===== config.mk =====
export PLATFORM = sky130hd
export DESIGN_NAME = instr_fetch_unit
export DESIGN_NICKNAME = d
export VERILOG_FILES = /design/src/rtl/mips_pkg.sv /design/src/rtl/pc_next_logic.sv /design/src/rtl/instr_fetch_unit.sv
export SDC_FILE = /design/constraint.sdc
export NUM_CORES = 1
export LEC_CHECK = 0
export ABC_AREA = 1
export BUFFER_PORTS_ARGS = -buffer_cell sky130_fd_sc_hd__buf_2
export CAP_MARGIN = 40
export CORE_UTILIZATION = 40
export CTS_CLUSTER_DIAMETER = 60
export CTS_CLUSTER_SIZE = 20
export DETAILED_ROUTE_END_ITERATION = 10
export PLACE_DENSITY = 0.67
export SLEW_MARGIN = 30
export SYNTH_ARGS = -nofsm -noshare
export SYNTH_HDL_FRONTEND = slang
export SYNTH_SLANG_ARGS = --single-unit

===== constraint.sdc =====
create_clock -name CLK -period 2.52 [get_ports CLK]
set_input_delay 0.126 -clock CLK [delete_from_list [all_inputs] [get_ports CLK]]
set_output_delay 0.126 -clock CLK [all_outputs]
set_load 0.1 [all_outputs]

===== src/rtl/mips_pkg.sv =====
`default_nettype none
// ============================================================================
// Package     : mips_pkg
// Description : Shared constants for the MIPS fetch/decode slice.
//               - MIPS opcode values (Instruction[31:26]).
//               - Instruction word width.
//               - Fetch FSM state encoding.
// Revision    : 1.0 - initial release
// ============================================================================
package mips_pkg;

  localparam int INSTR_WIDTH = 32;

  // Opcode field values, Instruction[31:26]
  localparam logic [5:0] rType         = 6'b000000;
  localparam logic [5:0] loadWord      = 6'b100011;
  localparam logic [5:0] storeWord     = 6'b101011;
  localparam logic [5:0] addImmediate  = 6'b001000;
  localparam logic [5:0] branchIfEqual = 6'b000100;
  localparam logic [5:0] jump_inst     = 6'b000010;

  // Fetch FSM states
  typedef enum logic {
    FETCH = 1'b0,
    HOLD  = 1'b1
  } fetch_state_t;

endpackage : mips_pkg
`default_nettype wire


===== src/rtl/pc_next_logic.sv =====
`default_nettype none
// ============================================================================
// Module      : pc_next_logic
// Description : Combinational next-PC selection for the fetch stage.
//
//               Jump target   : {pc_plus4[31:28], instruction[25:0], 2'b00}
//               Branch target : pc_plus4 + {sign_imm[29:0], 2'b00}
//               Sequential    : pc_plus4
//
//               Jump has priority over branch. All sums are modulo 2^32.
//
// Ports       : pc          in   32  current PC
//               instruction in   32  instruction being retired
//               sign_imm    in   32  sign-extended immediate
//               jmp         in   1   select jump target
//               pc_src      in   1   select branch target
//               pc_plus4    out  32  pc + 4
//               next_pc     out  32  selected next PC, bits [1:0] always 0
// Revision    : 1.0 - initial release
// ============================================================================
module pc_next_logic
  import mips_pkg::*;
(
  input  logic [31:0] pc,
  input  logic [31:0] instruction,
  input  logic [31:0] sign_imm,
  input  logic        jmp,
  input  logic        pc_src,
  output logic [31:0] pc_plus4,
  output logic [31:0] next_pc
);

  logic [31:0] w_jump_target;
  logic [31:0] w_branch_target;
  logic [31:0] w_sel_pc;

  // Only the 26-bit jump index and the low 30 immediate bits shape a target;
  // the upper bits would be shifted out by the <<2 anyway.
  logic unused_bits;
  assign unused_bits = ^{instruction[31:26], sign_imm[31:30]};

  assign pc_plus4        = pc + 32'd4;
  assign w_jump_target   = {pc_plus4[31:28], instruction[25:0], 2'b00};
  assign w_branch_target = pc_plus4 + {sign_imm[29:0], 2'b00};

  always_comb begin
    w_sel_pc = pc_plus4;
    if (jmp) begin
      w_sel_pc = w_jump_target;
    end else if (pc_src) begin
      w_sel_pc = w_branch_target;
    end
  end

  // Keep the PC word aligned even if the current PC were ever misaligned.
  assign next_pc = {w_sel_pc[31:2], 2'b00};

endmodule : pc_next_logic
`default_nettype wire


===== src/rtl/instr_fetch_unit.sv =====
`default_nettype none
// ============================================================================
// Module      : instr_fetch_unit
// Description : Fetch stage feeding the ControlUnit/datapath. Owns the PC,
//               fetches from instruction memory over a req/ack interface,
//               holds the fetched word stable and hands it off with a
//               valid/accept handshake. On accept the PC advances to the
//               target chosen by Jmp/PCSrc for that same instruction.
//
// Ports       : CLK          in   1            clock, rising edge
//               RST          in   1            async active-low reset
//               ImemReq      out  1            fetch request
//               ImemAddr     out  32           fetch byte address (= PC)
//               ImemAck      in   1            ImemRdata valid this cycle
//               ImemRdata    in   INSTR_WIDTH  fetched word
//               Instruction  out  INSTR_WIDTH  held instruction
//               InstrValid   out  1            Instruction valid and stable
//               InstrAccept  in   1            datapath retires instruction
//               Jmp          in   1            take jump target
//               PCSrc        in   1            take branch target
//               SignImm      in   32           sign-extended immediate
//               PC           out  32           current PC
//               PCPlus4      out  32           PC + 4
//               InstrCount   out  CNT_WIDTH    accepted instruction count
// Revision    : 1.0 - initial release
// ============================================================================
module instr_fetch_unit
  import mips_pkg::*;
#(
  parameter int          INSTR_WIDTH = 32,
  parameter logic [31:0] RESET_PC    = 32'h0000_0000,
  parameter int          CNT_WIDTH   = 32
) (
  input  logic                   CLK,
  input  logic                   RST,
  output logic                   ImemReq,
  output logic [31:0]            ImemAddr,
  input  logic                   ImemAck,
  input  logic [INSTR_WIDTH-1:0] ImemRdata,
  output logic [INSTR_WIDTH-1:0] Instruction,
  output logic                   InstrValid,
  input  logic                   InstrAccept,
  input  logic                   Jmp,
  input  logic                   PCSrc,
  input  logic [31:0]            SignImm,
  output logic [31:0]            PC,
  output logic [31:0]            PCPlus4,
  output logic [CNT_WIDTH-1:0]   InstrCount
);

  localparam logic [31:0] c_RESET_PC_ALIGNED = {RESET_PC[31:2], 2'b00};

  fetch_state_t                 r_state;
  fetch_state_t                 w_state_next;
  logic [31:0]                  r_pc;
  logic [INSTR_WIDTH-1:0]       r_instr;
  logic [CNT_WIDTH-1:0]         r_count;
  logic                         w_capture;
  logic                         w_retire;
  logic [31:0]                  w_next_pc;
  logic [31:0]                  w_pc_plus4;

  pc_next_logic u_pc_next_logic (
    .pc          (r_pc),
    .instruction (r_instr),
    .sign_imm    (SignImm),
    .jmp         (Jmp),
    .pc_src      (PCSrc),
    .pc_plus4    (w_pc_plus4),
    .next_pc     (w_next_pc)
  );

  // State register and datapath registers
  always_ff @(posedge CLK or negedge RST) begin
    if (!RST) begin
      r_state <= FETCH;
      r_pc    <= c_RESET_PC_ALIGNED;
      r_instr <= '0;
      r_count <= '0;
    end else begin
      r_state <= w_state_next;
      if (w_capture) begin
        r_instr <= ImemRdata;
      end
      if (w_retire) begin
        r_pc    <= w_next_pc;
        r_count <= r_count + CNT_WIDTH'(1);
      end
    end
  end

  // Next-state logic. Ack outside FETCH and accept outside HOLD are ignored.
  always_comb begin
    w_state_next = r_state;
    w_capture    = 1'b0;
    w_retire     = 1'b0;
    case (r_state)
      FETCH: begin
        if (ImemAck) begin
          w_capture    = 1'b1;
          w_state_next = HOLD;
        end
      end
      HOLD: begin
        if (InstrAccept) begin
          w_retire     = 1'b1;
          w_state_next = FETCH;
        end
      end
      default: begin
        w_state_next = FETCH;
      end
    endcase
  end

  // The request is gated by RST so that nothing is requested (and nothing
  // could be acknowledged) while the unit is held in reset.
  assign ImemReq     = RST && (r_state == FETCH);
  assign ImemAddr    = r_pc;
  assign InstrValid  = (r_state == HOLD);
  assign Instruction = r_instr;
  assign PC          = r_pc;
  assign PCPlus4     = w_pc_plus4;
  assign InstrCount  = r_count;

endmodule : instr_fetch_unit
`default_nettype wire


==> summary.txt <==
Cell Area, Placed: 10600 um^2
Distinct cells, synth: 38
Synthesized area: 7710 um^2
Largest net degree at the start of global routing: 44
CP startpoint kind: flip-flop
Final WS setup: -383 ps
Via-per-instance ratio: 5.06
Final Cycle Share: 115%
Design area: 12400 um^2
IO Pins: 232
Post-synth EDFFs: 0
# DRC: 0
Core area: 18800 um^2
Hold Fails Final Rpt: 0
Post-route ant nets: 0
Crit Path Category: flip-flop to flip-flop
Share of cells above drive strength 1: 51.4%
H-tree depth: 3
Die Span Y: 141 um
Worst skew pair latency: 340 ps
Area leader, netlist: dfrtp_1
Most frequent cell after synthesis: nand2_1
Total congestion overflow: 0
Vias in the first global route: 8355
Post-DP HPWL: 21800 um
Final clock skew: 8.99 ps
CTS Sinks: 95
Routability cong.: 0.976
DR WL/cell: 16.4 um
Slew HR: 64.5%
Worst Hold Class: input pin to flip-flop
Final setup violating endpoints: 24
WP data arrival: 3130 ps
Filler Cell Count: 1544
Area Growth Syn to Fin: 60.5%
FF-to-FF End: ImemAddr[22]
Initial antenna violation count: 0
#FFs+latches synth: 95
Worst path required time: 2750 ps
Capture point of the critical path: ImemAddr[22]
Post-synthesis sequential area ratio: 30.8%
Share of the synthesized area in the top cell type: 30.8%
CTS tree: done
Clock buffer count from CTS: 9
Run status: finished with violations
Clk root buf: clkbuf_16
Crit path time final: 2900 ps
Mapped Cells: 1126
TritonRoute pass-1 iters: 5
Rows: 50
Area taken by multi-input logic gates: 5910 um^2
FF-to-FF path depth: 19
Reg2reg start: ImemAddr[9]
Max-cap check violation count: 0
Actual slew at the worst max-slew pin: 533 ps
Worst Setup SP: ImemAddr[9]
Failing checks: negative setup slack
Ys Warns: 0
Top post-synthesis cells by area: dfrtp_1, nand2_1, inv_1
Storage element area: 2460 um^2
Final core occ: 65.9%
Initial DRC Count: 609
Clk pin slew, worst setup/hold paths: 70 ps
R2R setup slack: -380 ps
Initial core utilization: 41.1%
Nets: 1613
Die area: 19800 um^2
Fraction of registers with async set/reset: 100%
Routed WL: 28600 um
Die width: 141 um
GRT Total Usage: 28.0%
RSZ-0062 raised after global routing: yes
Vias after detailed routing: 8823
Crit path max fanout: 4
Max Slew Vio Count: 0
Syn Area/Cell: 6.84 um^2
Critical Path End Type: flip-flop
Port bufs: 223
First-pass GRT wire length: 43100 um
Post-synth top cells: nand2_1, inv_1, nor2_1
Final Hold Slack: 12.0 ps
Antenna Cells: 0
Fmax: 345 MHz
Dominant synthesized flop cell: dfrtp_1
Maximum root-to-sink buffer count: 2
## repair_timing
action	CTS	global route
gates resized for setup	156	128
pin swaps	85	86
hold buffers	4	0
setup endpoints to repair	23	31
endpoints found under the hold margin	25	0
buffers inserted	20	15
## stage by stage
stage / setup TNS [ps] / instances / setup slack, ps
floorplan: -19220 / 1131 / -814
global placement: -6300 / 1689 / -492
detailed placement: -7110 / 1689 / -522
CTS: -4040 / 1729 / -310
global route: -8340 / 1744 / -526
finish: -5610 / 1744 / -383
## state kept, by name (all words and copies together) (netlist names)
signal       cells
InstrCount      32
Instruction     32
ImemAddr        30
InstrValid       1
## routing by layer
layer	GRT usage, %	vias to the layer above	routed length [um]
met3	3.57	63	1840
met4	9.55	0	951
met5	0	-	0
li1	-	4266	-
met1	37.1	4167	12000
met2	47.2	327	13800
## worst min-delay path by stage
stage / cells past startpoint / endpoint / from / slack [ps]
after floorplan: 0 / ImemAddr[18] / RST / -170
after global placement: 1 / Instruction[31] / RST / 70
after detailed placement: 1 / Instruction[31] / RST / 70
after CTS: 2 / Instruction[11] / ImemRdata[11] / 1
after global routing: 2 / Instruction[24] / ImemRdata[24] / 2
final: 2 / Instruction[12] / ImemRdata[12] / 10
## placed cells by master, fill, tap and decap left out, types with 5 or more instances in the layout
| cell type | instances |
|---|---|
| nand2_1 | 233 |
| buf_2 | 217 |
| buf_4 | 184 |
| inv_1 | 137 |
| dfrtp_1 | 68 |
| nor2_1 | 67 |
| a21oi_1 | 62 |
| nand2_2 | 57 |
| nand3_1 | 45 |
| mux2_2 | 30 |
| nor2_4 | 27 |
| nand2_4 | 27 |
| ha_4 | 26 |
| xor2_1 | 24 |
| inv_2 | 23 |
| a21oi_2 | 20 |
| nand3_2 | 20 |
| dfrtp_4 | 18 |
| nor2_2 | 18 |
| nand4_1 | 14 |
| o21ai_0 | 14 |
| xnor2_1 | 13 |
| nor3_1 | 12 |
| xor2_4 | 11 |
| clkinvlp_4 | 10 |
| ha_1 | 10 |
| dfrtp_2 | 9 |
| clkbuf_16 | 9 |
| nor3_2 | 8 |
| buf_6 | 8 |
| nand3_4 | 6 |
| xor2_2 | 6 |
| conb_1 | 6 |
| inv_4 | 5 |
| o21bai_1 | 5 |
## cell type report
class | instances | area share [%]
timing repair buffer | 418 | 21.5
clock inverter | 3 | 0.384
clock buffer | 13 | 2.27
sequential | 95 | 19.9
inverter | 177 | 5.83
tap | 234 | 2.37
multi-input combinational | 804 | 47.8
## logic make-up (layout without fill, tap and decap cells)
family          Yosys count  in the layout  synth area share (%)
flops                    95             95                  30.8
compound gates          125            125                  8.65
other cells               1              6                0.0487
simple gates            549            549                  30.3
fa+ha+maj                38             38                  6.27
buf+inv                 232            611                  13.1
mux                      30             30                  4.38
xor+xnor                 56             56                  6.36
## critical path, stage by stage, from the launching register on
cell	delay (ps)
dfrtp_4	460
nand2_4	80
nor2_4	120
nand2_2	80
nor2_4	220
buf_4	150
buf_4	120
xor2_4	230
ha_4	260
nand2_1	70
nand2_1	100
nand2_1	90
nand2_2	100
a21oi_4	170
buf_4	130
nand3_1	70
nand2_1	80
nand3_2	90
nand2_2	110
a21oi_2	50
Power is left out: the tool's default activity adds up to more than one toggle a clock period on the data nets, which glitch-free logic cannot reach.
